### src/rtl/vtg_pkg.sv
// Shared timing types and helpers for the video timing generator.
// Default mode is 640x480@60 with active-low syncs.
package vtg_pkg;

  localparam bit SYNC_ACTIVE_LOW  = 1'b0;
  localparam bit SYNC_ACTIVE_HIGH = 1'b1;

  typedef struct packed {
    int unsigned h_active;
    int unsigned h_fp;
    int unsigned h_sync;
    int unsigned h_bp;
    int unsigned v_active;
    int unsigned v_fp;
    int unsigned v_sync;
    int unsigned v_bp;
  } vtg_timing_t;

  localparam vtg_timing_t VTG_640x480 = '{
    h_active: 640,
    h_fp:     16,
    h_sync:   96,
    h_bp:     48,
    v_active: 480,
    v_fp:     10,
    v_sync:   2,
    v_bp:     33
  };

  function automatic int unsigned vtg_total(
    input int unsigned active,
    input int unsigned fp,
    input int unsigned sync,
    input int unsigned bp
  );
    return active + fp + sync + bp;
  endfunction

endpackage

### src/rtl/video_timing_gen_if.sv
// Timing bundle between the generator and the pixel source / encoder.
// The master drives timing; the slave drives the run enable.
interface video_timing_gen_if #(
    parameter int unsigned CW = 12
);
    logic          en;
    logic          hsync;
    logic          vsync;
    logic          de;
    logic [CW-1:0] x;
    logic [CW-1:0] y;
    logic          line_start;
    logic          frame_start;

    modport master (
        input  en,
        output hsync,
        output vsync,
        output de,
        output x,
        output y,
        output line_start,
        output frame_start
    );

    modport slave (
        output en,
        input  hsync,
        input  vsync,
        input  de,
        input  x,
        input  y,
        input  line_start,
        input  frame_start
    );
endinterface

### src/rtl/vtg_axis.sv
// One timing axis: wrapping counter plus region decode of its count.
// Regions run active, front porch, sync, back porch.
module vtg_axis
    import vtg_pkg::*;
#(
    parameter int unsigned ACTIVE = 1,
    parameter int unsigned FP     = 1,
    parameter int unsigned SYNC   = 1,
    parameter int unsigned BP     = 1,
    parameter int unsigned CW     = 12
) (
    input  logic          clk,
    input  logic          rst,
    input  logic          step,
    output logic [CW-1:0] count,
    output logic          wrap,
    output logic          in_active,
    output logic          in_sync
);

    localparam int unsigned TOTAL = vtg_total(ACTIVE, FP, SYNC, BP);

    localparam logic [CW-1:0] LAST    = CW'(TOTAL - 1);
    localparam logic [CW-1:0] ACT_END = CW'(ACTIVE);
    localparam logic [CW-1:0] SYNC_LO = CW'(ACTIVE + FP);
    localparam logic [CW-1:0] SYNC_HI = CW'(ACTIVE + FP + SYNC);

    always_ff @(posedge clk) begin
        if (rst) begin
            count <= '0;
        end else if (step) begin
            count <= wrap ? '0 : count + 1'b1;
        end
    end

    always_comb begin
        wrap      = step && (count == LAST);
        in_active = count < ACT_END;
        in_sync   = (count >= SYNC_LO) && (count < SYNC_HI);
    end

endmodule

### src/rtl/video_timing_gen.sv
// Pixel-clock timing generator: hsync/vsync/de and raw (x,y) counts,
// all registered one cycle behind the internal counters.
module video_timing_gen
    import vtg_pkg::*;
#(
    parameter int unsigned H_ACTIVE   = VTG_640x480.h_active,
    parameter int unsigned H_FP       = VTG_640x480.h_fp,
    parameter int unsigned H_SYNC     = VTG_640x480.h_sync,
    parameter int unsigned H_BP       = VTG_640x480.h_bp,
    parameter int unsigned V_ACTIVE   = VTG_640x480.v_active,
    parameter int unsigned V_FP       = VTG_640x480.v_fp,
    parameter int unsigned V_SYNC     = VTG_640x480.v_sync,
    parameter int unsigned V_BP       = VTG_640x480.v_bp,
    parameter bit          H_SYNC_POL = SYNC_ACTIVE_LOW,
    parameter bit          V_SYNC_POL = SYNC_ACTIVE_LOW,
    parameter int unsigned CW         = 12
) (
    input logic                clk,
    input logic                rst,
    video_timing_gen_if.master bus
);

    localparam int unsigned H_TOTAL =
        vtg_total(H_ACTIVE, H_FP, H_SYNC, H_BP);
    localparam int unsigned V_TOTAL =
        vtg_total(V_ACTIVE, V_FP, V_SYNC, V_BP);

    localparam bit CFG_OK =
        (H_ACTIVE >= 1) && (H_FP >= 1) &&
        (H_SYNC >= 1) && (H_BP >= 1) &&
        (V_ACTIVE >= 1) && (V_FP >= 1) &&
        (V_SYNC >= 1) && (V_BP >= 1) &&
        (CW >= 1) && (CW < 32) &&
        (((H_TOTAL - 1) >> CW) == 0) &&
        (((V_TOTAL - 1) >> CW) == 0);

    if (!CFG_OK) begin : g_bad_cfg
        $error("video_timing_gen: invalid timing parameters or CW");
    end

    logic [CW-1:0] h_cnt;
    logic [CW-1:0] v_cnt;
    logic          h_wrap;
    logic          v_wrap;
    logic          h_act;
    logic          v_act;
    logic          h_syn;
    logic          v_syn;
    logic          v_step;
    logic          at_origin;

    logic          hsync_q;
    logic          vsync_q;
    logic          de_q;
    logic [CW-1:0] x_q;
    logic [CW-1:0] y_q;
    logic          ls_q;
    logic          fs_q;

    assign v_step = bus.en && h_wrap;

    vtg_axis #(
        .ACTIVE (H_ACTIVE),
        .FP     (H_FP),
        .SYNC   (H_SYNC),
        .BP     (H_BP),
        .CW     (CW)
    ) u_h (
        .clk       (clk),
        .rst       (rst),
        .step      (bus.en),
        .count     (h_cnt),
        .wrap      (h_wrap),
        .in_active (h_act),
        .in_sync   (h_syn)
    );

    vtg_axis #(
        .ACTIVE (V_ACTIVE),
        .FP     (V_FP),
        .SYNC   (V_SYNC),
        .BP     (V_BP),
        .CW     (CW)
    ) u_v (
        .clk       (clk),
        .rst       (rst),
        .step      (v_step),
        .count     (v_cnt),
        .wrap      (v_wrap),
        .in_active (v_act),
        .in_sync   (v_syn)
    );

    // Tracks counters sitting at (0,0) so frame_start needs no wide compare.
    always_ff @(posedge clk) begin
        if (rst) begin
            at_origin <= 1'b1;
        end else if (bus.en) begin
            at_origin <= v_wrap;
        end
    end

    always_ff @(posedge clk) begin
        if (rst) begin
            hsync_q <= ~H_SYNC_POL;
            vsync_q <= ~V_SYNC_POL;
            de_q    <= 1'b0;
            x_q     <= '0;
            y_q     <= '0;
            ls_q    <= 1'b0;
            fs_q    <= 1'b0;
        end else if (bus.en) begin
            hsync_q <= h_syn ? H_SYNC_POL : ~H_SYNC_POL;
            vsync_q <= v_syn ? V_SYNC_POL : ~V_SYNC_POL;
            de_q    <= h_act && v_act;
            x_q     <= h_cnt;
            y_q     <= v_cnt;
            ls_q    <= (h_cnt == '0) && v_act;
            fs_q    <= at_origin;
        end else begin
            de_q    <= 1'b0;
            ls_q    <= 1'b0;
            fs_q    <= 1'b0;
        end
    end

    assign bus.hsync       = hsync_q;
    assign bus.vsync       = vsync_q;
    assign bus.de          = de_q;
    assign bus.x           = x_q;
    assign bus.y           = y_q;
    assign bus.line_start  = ls_q;
    assign bus.frame_start = fs_q;

endmodule
### src/flat_wrapper.sv
// flat-port wrapper written by rule: the top's interface ports become plain ports
module video_timing_gen_flat import vtg_pkg::*;
#(
    parameter int unsigned H_ACTIVE   = VTG_640x480.h_active,
    parameter int unsigned H_FP       = VTG_640x480.h_fp,
    parameter int unsigned H_SYNC     = VTG_640x480.h_sync,
    parameter int unsigned H_BP       = VTG_640x480.h_bp,
    parameter int unsigned V_ACTIVE   = VTG_640x480.v_active,
    parameter int unsigned V_FP       = VTG_640x480.v_fp,
    parameter int unsigned V_SYNC     = VTG_640x480.v_sync,
    parameter int unsigned V_BP       = VTG_640x480.v_bp,
    parameter bit          H_SYNC_POL = SYNC_ACTIVE_LOW,
    parameter bit          V_SYNC_POL = SYNC_ACTIVE_LOW,
    parameter int unsigned CW         = 12
)
  (clk, rst, bus_en, bus_hsync, bus_vsync, bus_de, bus_x, bus_y, bus_line_start, bus_frame_start);
  video_timing_gen_if #(.CW(CW)) bus_i ();
  input logic clk;
  input logic rst;
  input wire logic [$bits(bus_i.en)-1:0] bus_en;
  output wire logic [$bits(bus_i.hsync)-1:0] bus_hsync;
  output wire logic [$bits(bus_i.vsync)-1:0] bus_vsync;
  output wire logic [$bits(bus_i.de)-1:0] bus_de;
  output wire logic [$bits(bus_i.x)-1:0] bus_x;
  output wire logic [$bits(bus_i.y)-1:0] bus_y;
  output wire logic [$bits(bus_i.line_start)-1:0] bus_line_start;
  output wire logic [$bits(bus_i.frame_start)-1:0] bus_frame_start;
  assign bus_i.en = bus_en;
  assign bus_hsync = bus_i.hsync;
  assign bus_vsync = bus_i.vsync;
  assign bus_de = bus_i.de;
  assign bus_x = bus_i.x;
  assign bus_y = bus_i.y;
  assign bus_line_start = bus_i.line_start;
  assign bus_frame_start = bus_i.frame_start;
  video_timing_gen #(.H_ACTIVE(H_ACTIVE), .H_FP(H_FP), .H_SYNC(H_SYNC), .H_BP(H_BP), .V_ACTIVE(V_ACTIVE), .V_FP(V_FP), .V_SYNC(V_SYNC), .V_BP(V_BP), .H_SYNC_POL(H_SYNC_POL), .V_SYNC_POL(V_SYNC_POL), .CW(CW)) u_core (.clk(clk), .rst(rst), .bus(bus_i));
endmodule
### config.mk
export PLATFORM = sky130hd
export DESIGN_NAME = video_timing_gen_flat
export DESIGN_NICKNAME = d
export VERILOG_FILES = /design/src/rtl/vtg_pkg.sv /design/src/rtl/video_timing_gen_if.sv /design/src/rtl/vtg_axis.sv /design/src/rtl/video_timing_gen.sv /design/src/flat_wrapper.sv
export SDC_FILE = /design/constraint.sdc
export NUM_CORES = 1
export LEC_CHECK = 0
export CAP_MARGIN = 20
export CELL_PAD_IN_SITES_DETAIL_PLACEMENT = 1
export CELL_PAD_IN_SITES_GLOBAL_PLACEMENT = 2
export CORE_ASPECT_RATIO = 1.2
export CORE_MARGIN = 2
export CORE_UTILIZATION = 35
export CTS_BUF_LIST = sky130_fd_sc_hd__clkbuf_8
export DETAILED_ROUTE_END_ITERATION = 16
export PLACE_DENSITY = 0.84
export REMOVE_ABC_BUFFERS = 1
export SYNTH_ARGS = -nofsm -noshare
export SYNTH_HDL_FRONTEND = slang
export SYNTH_SLANG_ARGS = --single-unit
### constraint.sdc
create_clock -name clk -period 2.5 [get_ports clk]
set_clock_uncertainty 0.1 [all_clocks]
set_input_delay 0.75 -clock clk [delete_from_list [all_inputs] [get_ports clk]]
set_output_delay 0.75 -clock clk [all_outputs]
set_load 0.005 [all_outputs]
# Yosys cells after proc, flatten, opt, wreduce, memory -nomap -nowiden
# Index checks and enable logic that the tools add are counted.
[classes] add_sub_neg=2 order_cmp=6 eq_ne=2 muxes=4 bitwise_logic=1 reduce_logical=9
[op_table] operator="adder 12 x 1 -> 12 bit (second input constant)" count=2
[op_table] operator="equality test 12 x 10 -> 1 bit (second input constant)" count=2
[op_table] operator="< comparator 12 x 10 -> 1 bit (second input constant)" count=2
[op_table] operator="< comparator 12 x 9 -> 1 bit (second input constant)" count=2
[op_table] operator="2-to-1 mux 12 bit" count=2
[op_table] operator=">= comparator 12 x 10 -> 1 bit (second input constant)" count=1
[op_table] operator=">= comparator 12 x 9 -> 1 bit (second input constant)" count=1
[op_table] operator="zero test 12 bit" count=1
[op_table] operator="logical AND 1 bit" count=7
[op_table] operator="2-to-1 mux 1 bit" count=2
[op_table] operator="OR reduction 2 bit" count=1
[op_table] operator="NOT 1 bit" count=1
[word_totals] register_bits=54 inputBits=3 output_inout_bits=29 wordCells=34

# Longest topological paths before layout
[depth] word_depth=5 depth_mapped=6 ltp_nobuf=6

# Cells and area by module
# From an unflattened synthesis, not the netlist that was laid out.
[unflattened] hier_cells=249 hier_area_um2=2379.8
[by_module_without_submodules] module="video_timing_gen" instances=1 cells_per_inst=102 area_per_inst_um2=1084.8 seq_area_each_um2=600.6
[by_module_without_submodules] module="vtg_axis (u_core.u_v)" instances=1 cells_per_inst=73 area_per_inst_um2=650.6 seq_area_each_um2=240.2
[by_module_without_submodules] module="vtg_axis (u_core.u_h)" instances=1 cells_per_inst=74 area_per_inst_um2=644.4 seq_area_each_um2=240.2

# Worst setup path after synthesis
# OpenSTA, ideal clock, no wires.
[synth_path] path_kind="input -> register" start="in bus_en" end="reg u_core.u_v.count[8]" setup_ns=0.070 arrival_time_ns=1.781 required_time_ns=2.330 slack_ns=0.549 stages=4 path_buffers=0 cell_sequence="and4bb_4 > nand4_4 > or4_1 > a21oi_1"
[synth_between] elab_chain_len=4
[synth_rtl] element="start: declaration" line="flat_wrapper.sv:20" text="input wire logic [$bits(bus_i.en)-1:0] bus_en;"
[synth_rtl] element="logical AND 1 bit" line="vtg_axis.sv:37" text="wrap = step && (count == LAST);"
[synth_rtl] element="logical AND 1 bit (*)" line="video_timing_gen.sv:60" text="assign v_step = bus.en && h_wrap;"
[synth_rtl] element="logical AND 1 bit" line="vtg_axis.sv:37"
[synth_rtl] element="2-to-1 mux 12 bit" line="vtg_axis.sv:32" text="count <= wrap ? '0 : count + 1'b1;"
[synth_rtl] element="end signal: assignment" line="vtg_axis.sv:32"
[synth_rtl] element="end: declaration" line="vtg_axis.sv:15" text="output logic [CW-1:0] count,"
# Every way passes the cells marked *; elsewhere a longest branch is shown, timed or not.
# A chain may end at the register's enable or synchronous reset.

# Worst setup path after layout
[layout_path] start="reg u_core.x_q[7] (netlist: u_core.bus.x[7])" end="out bus_x[7]"
[layout_rtl] element="start: declaration" line="video_timing_gen.sv:55" text="logic [CW-1:0] x_q;"
[layout_rtl] element="start signal: assignment" line="video_timing_gen.sv:116" text="x_q <= h_cnt;"
[layout_rtl] element="end: declaration" line="flat_wrapper.sv:24" text="output wire logic [$bits(bus_i.x)-1:0] bus_x;"
# No word-level cell between the ends.

==> metrics.txt <==
outcome=completed; routability cong.=approximately 0.84; flop2flop setup slack=510 ps; antenna cell count=0; vias per cell=about 5.3; Post-Layout Cell Count=368; maximum VDD drop=0.000245 V; Largest delay share family, worst path=buffers and inverters; Netlist cell types=between 40 and 50; worst slew pin tran=between 400 and 500 ps; RSZ-0062 raised after global routing=false; first-pass GRT wire length=9.92 mm; PortBufs=31; normalized max-slew margin=between 70% and 80%; Data required, critical path=around 1700 ps; share of cells above drive strength 1=approximately a tenth; io pins=32; WL per Instance=about 16 um; sequential area share after synthesis=a little under half; CP Cell Sequence=clkdlybuf4s50_1; setup bufs post-CTS=0; Yosys reg bits=54; hold path cells=2; Antenna Violating Nets Remaining=0; Die W=around 80 um; vias=between 1500 and 2000; Core Region=roughly 6500 sq um; Site Rows=32; fin. max-slew vios=0; Slowest cell on crit path=clkdlybuf4s50_1; crit path launch type=flop; TritonCTS Buffers=5; Arr. time, crit path=~1200 ps; synth warn=0; HPWL Detailed=4.19 mm; post_cts resized=0; total track usage=around 17%; placed cell count=360; Critical Path End Type=output port; Crit Path Category=flop to output port; CTS hold repair buffers=0; Worst path depth=1; Iteration-0 DRC Markers=145; Syn Inst Count=248; setup slack after placement=a little under 200 ps; crit-path max cell delay=around 510 ps; Die Ht=around 94 um; Worst Hold Class=flop to flop; initial antenna violation count=0; final setup vio count=0; PD cells=516 nW/um^2; most common cell after layout, fill and taps aside=dfxtp_1; worst skew pair latency=between 300 and 400 ps; final-stage net count=about 290; global route total overflow=0; Final Hold Vio Count=0; commonest non-fill, non-tap cells in the layout=dfxtp_1 (54), nor2_1 (35), clkdlybuf4s50_1 (30); total wire length=between 5 and 6 mm; leakage=approximately 0.0011 uW; DRC=0; fin worst setup slack=482 ps; CTS Buffer Depth=2; WP buf/inv=1; Clock transition at path regs=100 ps; Synth Area per Inst=between 9 and 10 sq um; Final Cycle Share=roughly four fifths; cells on worst reg2reg path=6; Die ar.=approximately 7500 sq um; Initial Util=a little over a third; TritonCTS sink count=54; Hold Slack=about 360 ps; CTS tree=built; Syn Std Cell Area=~2400 sq um; Pre-antenna DRT Iters=4; CP Max Fanout=2; register area=~1100 sq um; largest net degree at the start of global routing=26; vias in the first global route=roughly 2000; setup TNS=0 ps; number of fill cells=between 700 and 800; Root Driver=clkbuf_8; area of the multi-input gates=1200 sq um; MaxCap Viol Count=0; Min Clock Period, post-route=between 2000 and 2500 ps; achievable frequency=496 MHz; H-tree depth=2; Syn-to-layout area delta=21.0%
==> metal layers <==
layer  track usage, %  up-vias  part of all wire (%)
li1                 -      950                     -
met1             20.4      964                    45
met2             30.4       23                    51
met3             3.17        6                   2.4
met4             5.32        0                   1.3
met5                0        -                     0
==> where the power goes <==
group	switching [uW]	internal, uW	leakage, uW	total (uW)
Sequential	12.8	872	0.000437	885
Combinational	50.3	41.4	0.000610	91.7
Clock	284	220	0.0000524	504
Total	347	1130	0.00110	1480
==> Yosys cell counts (all sizes together) <==
master / count / area, sq um
nor3: 3 / 26.3
and4: 4 / 37.5
nor3b: 1 / 7.51
o211ai: 5 / 37.5
or3: 4 / 27.5
nand4: 10 / 77.6
xor2: 7 / 61.3
or2: 1 / 6.26
or4b: 1 / 13.8
a31oi: 2 / 12.5
and4bb: 1 / 16.3
nor2: 35 / 131
inv: 6 / 22.5
o22ai: 1 / 6.26
dfxtp: 54 / 1080
and2: 1 / 7.51
a21oi: 7 / 35.0
ha: 4 / 50.1
a21o: 3 / 22.5
nand2b: 5 / 31.3
o2bb2ai: 2 / 17.5
mux2i: 24 / 240
o31a: 1 / 8.76
xnor2: 1 / 8.76
and4b: 1 / 10.0
nand2: 16 / 62.6
and3: 4 / 25.0
nand3: 7 / 35.0
nor4: 2 / 12.5
clkbuf: 3 / 11.3
or4: 2 / 15.0
buf: 9 / 53.8
o21ai: 7 / 35.0
o31ai: 7 / 66.3
nor4b: 2 / 17.5
clkinv: 1 / 3.75
a41o: 1 / 11.3
nand4b: 2 / 17.5
a22oi: 1 / 7.51
==> logic make-up (layout without fill, tap and decap cells) <==
family          count (synthesis)  after routing  share of synthesized area [%]
mux                            24             24                           10.1
flops                          54             54                           45.6
xor+xnor                        8              8                           2.96
compound gates                 37             37                           11.0
fa+ha+maj                       4              4                           2.11
buf+inv                        19             54                           3.85
simple gates                  102            102                           24.4
==> path summary, 6_finish.rpt <==
kind | start | endpoint
worst max-delay path | u_core.bus.x[7]$_SDFFE_PP0P_ | bus_x[7]
worst min-delay path | u_core.at_origin$_SDFFE_PP1P_ | u_core.at_origin$_SDFFE_PP1P_
worst max register to register | u_core.u_h.count[1]$_SDFFE_PP0P_ | u_core.u_v.count[2]$_SDFFE_PP0P_
worst min register to register | u_core.at_origin$_SDFFE_PP1P_ | u_core.at_origin$_SDFFE_PP1P_
==> final cells by class <==
type / count / area share [%]
clock buffer: 6 / 2.88
clock inverter: 2 / 0.305
timing repair buffer: 39 / 12.7
inverter: 7 / 0.916
sequential: 54 / 37.7
tap: 85 / 3.71
multi-input combinational: 175 / 41.8
==> state kept, by name (all words and copies together), names as in the netlist <==
register,cells
u_core.bus.x,12
u_core.bus.y,12
u_core.u_h.count,12
u_core.u_v.count,12
u_core.at_origin,1
u_core.bus.de,1
u_core.bus.frame_start,1
u_core.bus.hsync,1
u_core.bus.line_start,1
u_core.bus.vsync,1
==> through the flow <==
step | instance area (sq um) | utilization, % | power [uW]
after global placement | 2780 | 42.8 | 996
after floorplan | 2310 | - | 941
after global routing | 2870 | 44.2 | 1550
after CTS | 2870 | 44.2 | 1510
after detailed placement | 2780 | 42.8 | 998
final | 2870 | 44.2 | 1480
(Power assumes the default switching activity.)
